[config.mk]
export PLATFORM = sky130hd
export DESIGN_NAME = aes_ct_collector
export DESIGN_NICKNAME = d
export VERILOG_FILES = /design/src/rtl/aes_tb_pkg.sv /design/src/rtl/aes_ct_fifo.sv /design/src/rtl/aes_ct_collector.sv
export SDC_FILE = /design/constraint.sdc
export NUM_CORES = 1
export LEC_CHECK = 0
export ABC_AREA = 1
export ABC_CLOCK_PERIOD_IN_PS = 4760
export CAP_MARGIN = 25
export CORE_MARGIN = 4
export CORE_UTILIZATION = 40
export DETAILED_ROUTE_END_ITERATION = 8
export REMOVE_ABC_BUFFERS = 1
export SLEW_MARGIN = 10
export SYNTH_ARGS = -nofsm -noshare
export SYNTH_HDL_FRONTEND = slang
export SYNTH_SLANG_ARGS = --single-unit
[constraint.sdc]
create_clock -name clk -period 4.76 [get_ports clk]
set_clock_uncertainty 0.1 [all_clocks]
set_input_delay 0.952 -clock clk [delete_from_list [all_inputs] [get_ports clk]]
set_output_delay 0.952 -clock clk [all_outputs]
set_load 0.02 [all_outputs]
[src/rtl/aes_tb_pkg.sv]
// Shared AES bench types: block width, core latency, block type and the MISR fold step.
package aes_tb_pkg;

  localparam int AES_BLOCK_W       = 128;
  localparam int AES_CYCLE_LATENCY = 21;

  typedef logic [AES_BLOCK_W-1:0] aes_block_t;

  // Rotate-left-by-one then XOR in the new block.
  function automatic aes_block_t misr_next(input aes_block_t sig, input aes_block_t data);
    return {sig[AES_BLOCK_W-2:0], sig[AES_BLOCK_W-1]} ^ data;
  endfunction

endpackage

[src/rtl/aes_ct_fifo.sv]
// Sync FIFO for captured ciphertext; head is zero while empty. Latency 1 cycle push->head.
// No internal guard: caller only pushes when not full or when popping in the same cycle.
module aes_ct_fifo #(
  parameter int DATA_W = 128,
  parameter int DEPTH  = 4
) (
  input  logic              clk,
  input  logic              rst_n,
  input  logic              clear,
  input  logic              push,
  input  logic [DATA_W-1:0] push_dat,
  input  logic              pop,
  output logic              full,
  output logic              empty,
  output logic [DATA_W-1:0] head
);

  localparam int AW = $clog2(DEPTH);

  logic [AW:0]       wr_ptr_q, wr_ptr_d;
  logic [AW:0]       rd_ptr_q, rd_ptr_d;
  logic [DATA_W-1:0] mem_q [DEPTH];
  logic [DATA_W-1:0] mem_d [DEPTH];

  // Extra pointer MSB separates full from empty when the index bits match.
  assign full  = (wr_ptr_q[AW] != rd_ptr_q[AW]) && (wr_ptr_q[AW-1:0] == rd_ptr_q[AW-1:0]);
  assign empty = (wr_ptr_q == rd_ptr_q);
  assign head  = empty ? '0 : mem_q[rd_ptr_q[AW-1:0]];

  always_comb begin
    wr_ptr_d = wr_ptr_q;
    rd_ptr_d = rd_ptr_q;
    mem_d    = mem_q;
    if (clear) begin
      wr_ptr_d = '0;
      rd_ptr_d = '0;
    end else begin
      if (push) begin
        mem_d[wr_ptr_q[AW-1:0]] = push_dat;
        wr_ptr_d                = wr_ptr_q + (AW+1)'(1);
      end
      if (pop) begin
        rd_ptr_d = rd_ptr_q + (AW+1)'(1);
      end
    end
  end

  always_ff @(posedge clk or negedge rst_n) begin
    if (!rst_n) begin
      wr_ptr_q <= '0;
      rd_ptr_q <= '0;
      mem_q    <= '{default: '0};
    end else begin
      wr_ptr_q <= wr_ptr_d;
      rd_ptr_q <= rd_ptr_d;
      mem_q    <= mem_d;
    end
  end

endmodule

[src/rtl/aes_ct_collector.sv]
// Tracks aes_128 valids through a latency-matched pipe and captures ciphertext into a ready/valid FIFO;
// 1 cycle tap->out_valid, drops on full with sticky overflow. MISR signature only with AES_CT_COLLECTOR_MISR_EN.
module aes_ct_collector
  import aes_tb_pkg::*;
#(
  parameter int LATENCY    = AES_CYCLE_LATENCY,
  parameter int DATA_W     = AES_BLOCK_W,
  parameter int FIFO_DEPTH = 4
) (
  input  logic              clk,
  input  logic              rst_n,
  input  logic              clear,
  input  logic              in_valid,
  input  logic [DATA_W-1:0] ct_in,
  output logic              out_valid,
  input  logic              out_ready,
  output logic [DATA_W-1:0] out_data,
  output logic [31:0]       ct_count,
  output logic [DATA_W-1:0] signature,
  output logic              overflow
);

  logic [LATENCY-1:0] vpipe_q, vpipe_d;
  logic [31:0]        ct_count_q, ct_count_d;
  logic               overflow_q, overflow_d;
  logic               tap, pop, push_acc, drop;
  logic               fifo_full, fifo_empty;

  assign tap       = vpipe_q[LATENCY-1];
  assign out_valid = !fifo_empty;
  assign pop       = out_valid && out_ready && !clear;
  // A full FIFO still takes the new block when the head leaves in the same cycle.
  assign push_acc  = tap && !clear && (!fifo_full || pop);
  assign drop      = tap && !clear && !push_acc;

  always_comb begin
    vpipe_d    = (vpipe_q << 1) | LATENCY'(in_valid);
    ct_count_d = ct_count_q + 32'(push_acc);
    overflow_d = overflow_q | drop;
    if (clear) begin
      vpipe_d    = '0;
      ct_count_d = '0;
      overflow_d = 1'b0;
    end
  end

  always_ff @(posedge clk or negedge rst_n) begin
    if (!rst_n) begin
      vpipe_q    <= '0;
      ct_count_q <= '0;
      overflow_q <= 1'b0;
    end else begin
      vpipe_q    <= vpipe_d;
      ct_count_q <= ct_count_d;
      overflow_q <= overflow_d;
    end
  end

  assign ct_count = ct_count_q;
  assign overflow = overflow_q;

  aes_ct_fifo #(
    .DATA_W (DATA_W),
    .DEPTH  (FIFO_DEPTH)
  ) u_fifo (
    .clk      (clk),
    .rst_n    (rst_n),
    .clear    (clear),
    .push     (push_acc),
    .push_dat (ct_in),
    .pop      (pop),
    .full     (fifo_full),
    .empty    (fifo_empty),
    .head     (out_data)
  );

`ifdef AES_CT_COLLECTOR_MISR_EN
  logic [DATA_W-1:0] sig_q, sig_d;

  always_comb begin
    sig_d = sig_q;
    if (clear) begin
      sig_d = '0;
    end else if (push_acc) begin
      sig_d = misr_next(sig_q, ct_in);
    end
  end

  always_ff @(posedge clk or negedge rst_n) begin
    if (!rst_n) begin
      sig_q <= '0;
    end else begin
      sig_q <= sig_d;
    end
  end

  assign signature = sig_q;
`else
  assign signature = '0;
`endif

endmodule

## Yosys cells after proc, flatten, opt, wreduce, memory -nomap -nowiden

Index checks and enable logic that the tools add are counted.
Widths: inputs -> output; s select.

- Register bits: 572
- Input bits: 133
- Logic and storage cells: 52

- $add $sub $neg: 3
- Magnitude comparators: 3
- Eq/ne operators: 3
- Muxes and demuxes: 14
- Bitwise logic cells: 5
- Reduce and logical (&&, ||, !) cells: 15

Operators with widths:

| operator | count |
|---|---|
| $bwmux 512 | 1 |
| $mux 128 | 4 |
| $bmux 128 s2 | 1 |
| $demux 128 s2 | 1 |
| $add 32x1->32 | 1 |
| $mux 32 | 1 |
| $mux 21 | 1 |
| $or 21x1->21 | 1 |
| $mux 3 | 4 |
| $logic_and 1x1->1 | 7 |
| $add 3x1->3 const B | 2 |
| $ge 3x3->1 const B | 2 |
| $not 2->3 | 2 |
| $logic_not 1->1 | 4 |
| $reduce_bool 2->1 | 2 |
| $eq 3x3->1 | 1 |
| $lt 3x1->1 const B | 1 |
| $eq 2x2->1 | 1 |
| $reduce_and 2->1 | 1 |
| $logic_or 1x1->1 | 1 |
| $mux 1 | 1 |
| $ne 1x1->1 | 1 |
| $not 1->1 | 1 |
| $or 1x1->1 | 1 |

## Longest topological paths before layout

- Depth after elaboration: 10
- Depth in mapped cells: 17
- Mapped depth without buffers: 16

## Hierarchy

A second synthesis with hierarchy kept.

- Cells, all modules: 4044
- Area total of the unflattened synthesis: 29315.6 sq um

Modules (own cells, without submodules):

| module | times used | cells each | area each (sq um) | seq. area each (sq um) |
|---|---|---|---|---|
| aes_ct_fifo | 1 | 3593 | 25700.9 | 12962.4 |
| aes_ct_collector | 1 | 451 | 3614.7 | 1351.3 |

## Worst setup path before layout

Ideal clock, no wire load.

- Path type: in2reg
- Start point: input clear
- End point: register ct_count_q[27] (netlist: ct_count[27])
- Setup time: 0.132 ns
- Arrival: 2.755 ns
- Required time: 4.528 ns
- Slack: 1.773 ns
- Cell stages on the path: 13
- Path buffers: 2
- Path through: buf_2 -> o211ai_2 -> clkbuf_1 -> nand2_1 -> inv_1 -> ha_1 -> nand2_1 -> nor2_1 -> inv_1 -> nor2_1 -> nand3_1 -> nand2_1 -> nor2_1

- Word-level cells in the longest chain between the ends: 6

Ends and longest elaborated chain:

| what | line | source |
|---|---|---|
| from (decl) | aes_ct_collector.sv:12 | `input logic clear,` |
| $logic_not 1->1 | aes_ct_collector.sv:31, aes_ct_collector.sv:33 |  |
| $logic_and 1x1->1 | aes_ct_collector.sv:31 | `assign pop = out_valid && out_ready && !clear;` |
| $logic_or 1x1->1 | aes_ct_collector.sv:33 | `assign push_acc = tap && !clear && (!fifo_full \|\| pop);` |
| $logic_and 1x1->1 | aes_ct_collector.sv:33 |  |
| $add 32x1->32 | aes_ct_collector.sv:38 | `ct_count_d = ct_count_q + 32'(push_acc);` |
| $mux 32 (*) | aes_ct_collector.sv:40 | `if (clear) begin` |
| net ct_count_d[27] | aes_ct_collector.sv:24 | `logic [31:0] ct_count_q, ct_count_d;` |
| to (signal assigned) | aes_ct_collector.sv:54 | `ct_count_q <= ct_count_d;` |
| to (decl) | aes_ct_collector.sv:24 |  |

Mark *: on every way through the listed nets, which the timed path passes. The rest lies on a longest branch.
A chain may end at the register's enable or synchronous reset.

## Worst setup path in the final report

- Start point: register u_fifo.rd_ptr_q[0]
- End point: output out_data[3]

- Word-level cells in the longest chain between the ends: 5

Ends and longest elaborated chain:

| what | line | source |
|---|---|---|
| from (decl) | aes_ct_fifo.sv:21 | `logic [AW:0] rd_ptr_q, rd_ptr_d;` |
| from (signal assigned) | aes_ct_fifo.sv:55 | `rd_ptr_q <= rd_ptr_d;` |
| $not 2->3 (not written as such) | aes_ct_fifo.sv:28 | `assign head = empty ? '0 : mem_q[rd_ptr_q[AW-1:0]];` |
| $bmux 128 s2 | aes_ct_fifo.sv:28 |  |
| $mux 128 (not written as such) (2 in series) | aes_ct_fifo.sv:28 |  |
| $mux 128 (*) | aes_ct_fifo.sv:28 |  |
| to (decl) | aes_ct_collector.sv:17 | `output logic [DATA_W-1:0] out_data,` |

Every way passes the cells marked *; elsewhere a longest branch is shown, timed or not. The select of a mux whose other input is x is not followed.

==> impl_metrics.ini <==
[clock_network]
cts.sinks = 572
clockRootBuffer = clkbuf_16
cts.htree.levels = 3
cts_tree = built
cts_setup_buffers = 0
hold_buffers = 0
cts_made_buffers = 67
cts_resized = 0
cts_buffer_depth = 3
clkTransAtPathRegs_ns = 0.06
clock_insertion_delay_worst_skew_ns = 0.61

[die]
dieArea_um2 = 77400
row_count = 98
die_h_um = 278
die_w_um = 278
io_pins = 423
core_um2 = 72000
initial_core_util = 0.406

[final_layout]
drive_gt1_frac = 0.0431
areaGrowthSynthToFinish_pct = 18.3
final_nets = 4033
fillCellCount = 7162
fin_cells = 4900

[sta]
finalCriticalPeriod_ns = 4.16
tightest_slew_ns = 1.16
setup_viol = 0
finalCritPeriodShare = 0.875
fmax_mhz = 240
finalHoldViolCount = 0
rsz0062_at_grt = no
slew_headroom = 0.229
final_max_slew_viol_count = 0
tns_ns = 0

[power]
ir_worst_vdd_v = 0.000225
total_leakage_power_nw = 18.3
powerDensity_nw_per_um2 = 316
total_power_mw = 10.9

[synth]
synth_top_family_by_area = simple AND/OR/NAND/NOR gates
synthAdderAreaFrac = 0.00300
synthMuxAreaShare = 0
yosys.area_share.simple = 0.326
synthXorXnorAreaFrac = 0.00210
postSynthCellCount = 3809
seq_area_frac_synth = 0.490
yosysUniqueCellTypes = 27
ys_ff_latch = 572
synth_warnings = 0
synth_compound_area_frac = 0.0743
netlist_area_um2 = 29200
postSynthAreaPerCell_um2 = 7.67

[drt]
route.antenna.remaining_nets = 0
routed_wl_um = 96000
drt_pre_antenna_iters = 6
wire_per_inst_um = 19.6
vias = 26600
via_per_inst = 5.44
drc = 0
drtIter0Drc = 2686

[global_routing]
antenna_found_initial = 8
grt_pass1_wl_um = 151000
grt_pass1_vias = 26100
grt_max_degree = 220
grt-ovfl-total = 0
grt_use_total = 0.240

[placement]
detailedPlacementHpwl_um = 50400
dp_cells = 4774
place.port_buffers = 294
gp_congestion = 0.829

[run]
max_cap_violations = 0

[run_status]
status = completed

[setup_path]
crit_fanout = 143
worstSetupPathType = flip-flop to output port
cp-start-kind = flip-flop
required_ns = 3.71
cp-end-kind = output port
crit_arrival_ns = 3.11

[hold_path]
hp-class = primary input to async pin
[area by class of cell]
type / count / area (um2) / area share
sequential: 572 / 14300 / 0.414
multi-input combinational: 2721 / 12400 / 0.360
timing repair buffer: 346 / 3630 / 0.105
clock buffer: 100 / 1950 / 0.0565
tap: 950 / 1190 / 0.0344
inverter: 185 / 712 / 0.0206
clock inverter: 18 / 294 / 0.00851
antenna: 8 / 20.0 / 0.000579
[where the power goes]
part	total (mW)	internal [mW]	switching [mW]
Clock	5.27	3.13	2.14
Sequential	5.05	4.98	0.0626
Combinational	0.611	0.211	0.400
Total	10.9	8.33	2.60
[cell families (layout without fill, tap and decap cells)]
logic type	Yosys count	after routing
AO/OA/AOI/OAI	400	400
XOR/XNOR	7	7
other	1	136
flip-flops	572	572
buffers and inverters	643	649
adder cells (fa/ha/maj)	7	7
AND/OR/NAND/NOR	2179	2179
[routing by layer]
metal,up-vias,GRT usage,part of all wire
li1,12600,-,-
met1,13100,0.339,0.45
met2,879,0.388,0.47
met3,101,0.0351,0.061
met4,0,0.0632,0.018
met5,-,0,0
[metrics by stage]
stage          hold slack, ns  utilization  worst slack (ns)  area, um2
3_3_place_gp            0.337        0.449              1.10      32300
3_5_place_dp            0.346        0.449              1.05      32300
6_report                0.313        0.480             0.596      34600
5_1_grt                 0.363        0.480             0.381      34500
4_1_cts                 0.323        0.480             0.543      34500
2_1_floorplan           0.334            -            -13.41      27300
[Yosys cell counts (all sizes together)]
| cell type | count | area, um2 |
|---|---|---|
| and3 | 2 | 12.5 |
| xnor2 | 3 | 26.3 |
| nor3b | 1 | 7.51 |
| nand2 | 1267 | 4760 |
| o21ai | 267 | 1340 |
| o22ai | 128 | 801 |
| conb | 1 | 3.75 |
| clkbuf | 167 | 627 |
| inv | 184 | 691 |
| a21oi | 4 | 20.0 |
| dfrtp | 572 | 14300 |
| o211ai | 1 | 12.5 |
| xor2 | 4 | 35.0 |
| nand3b | 1 | 7.51 |
| nor3 | 4 | 20.0 |
| clkinv | 1 | 3.75 |
| nand3 | 27 | 135 |
| ha | 7 | 87.6 |
| nor2 | 364 | 1370 |
| nand4 | 513 | 3210 |
| buf | 291 | 1730 |
[path summary, 6_finish.rpt]
path	end	slack [ns]	cells after the start	start
worst max-delay path	out_data[3]	0.60	7	u_fifo.rd_ptr_q[0]
worst min-delay path	ct_count[24]	0.31	1	rst_n
worst max register to register	ct_count[31]	1.80	16	u_fifo.rd_ptr_q[1]
worst min register to register	vpipe_q[20]	0.36	2	vpipe_q[19]
max in group asynchronous	u_fifo.rd_ptr_q[1]	3.05	2	rst_n
min in group clk	vpipe_q[20]	0.36	2	vpipe_q[19]
[placed cells by master, fill, tap and decap left out, types with 3 or more instances in the layout]
cell / count
a21oi_1: 4
buf_12: 24
buf_4: 28
bufinv_16: 5
clkbuf_1: 18
clkbuf_16: 67
clkbuf_8: 15
clkdlybuf4s50_1: 292
clkinv_2: 6
clkinv_8: 4
conb_1: 128
dfrtp_1: 570
diode_2: 8
ha_1: 3
ha_4: 4
inv_1: 182
nand2_1: 1266
nand3_1: 23
nand3_4: 4
nand4_1: 513
nor2_1: 363
nor3_1: 4
o21ai_0: 247
o21ai_1: 20
o22ai_1: 128
xnor2_1: 3
xor2_1: 4
[critical path, cell delays in order (launching register included)]
cell and delay (ns):
dfrtp_4 0.53, inv_8 0.17, buf_12 0.53, o21ai_0 0.16, o22ai_1 0.29, nand2_1 0.09, inv_1 0.07, clkdlybuf4s50_1 0.59
[sequential cells by signal (all words and copies together) (netlist names)]
| name | cells |
|---|---|
| u_fifo.wr_ptr_q | 3 |
| u_fifo.rd_ptr_q | 3 |
| vpipe_q | 21 |
| u_fifo.mem_q | 512 |
| overflow | 1 |
| ct_count | 32 |
Power figures use the tool's default switching activity.
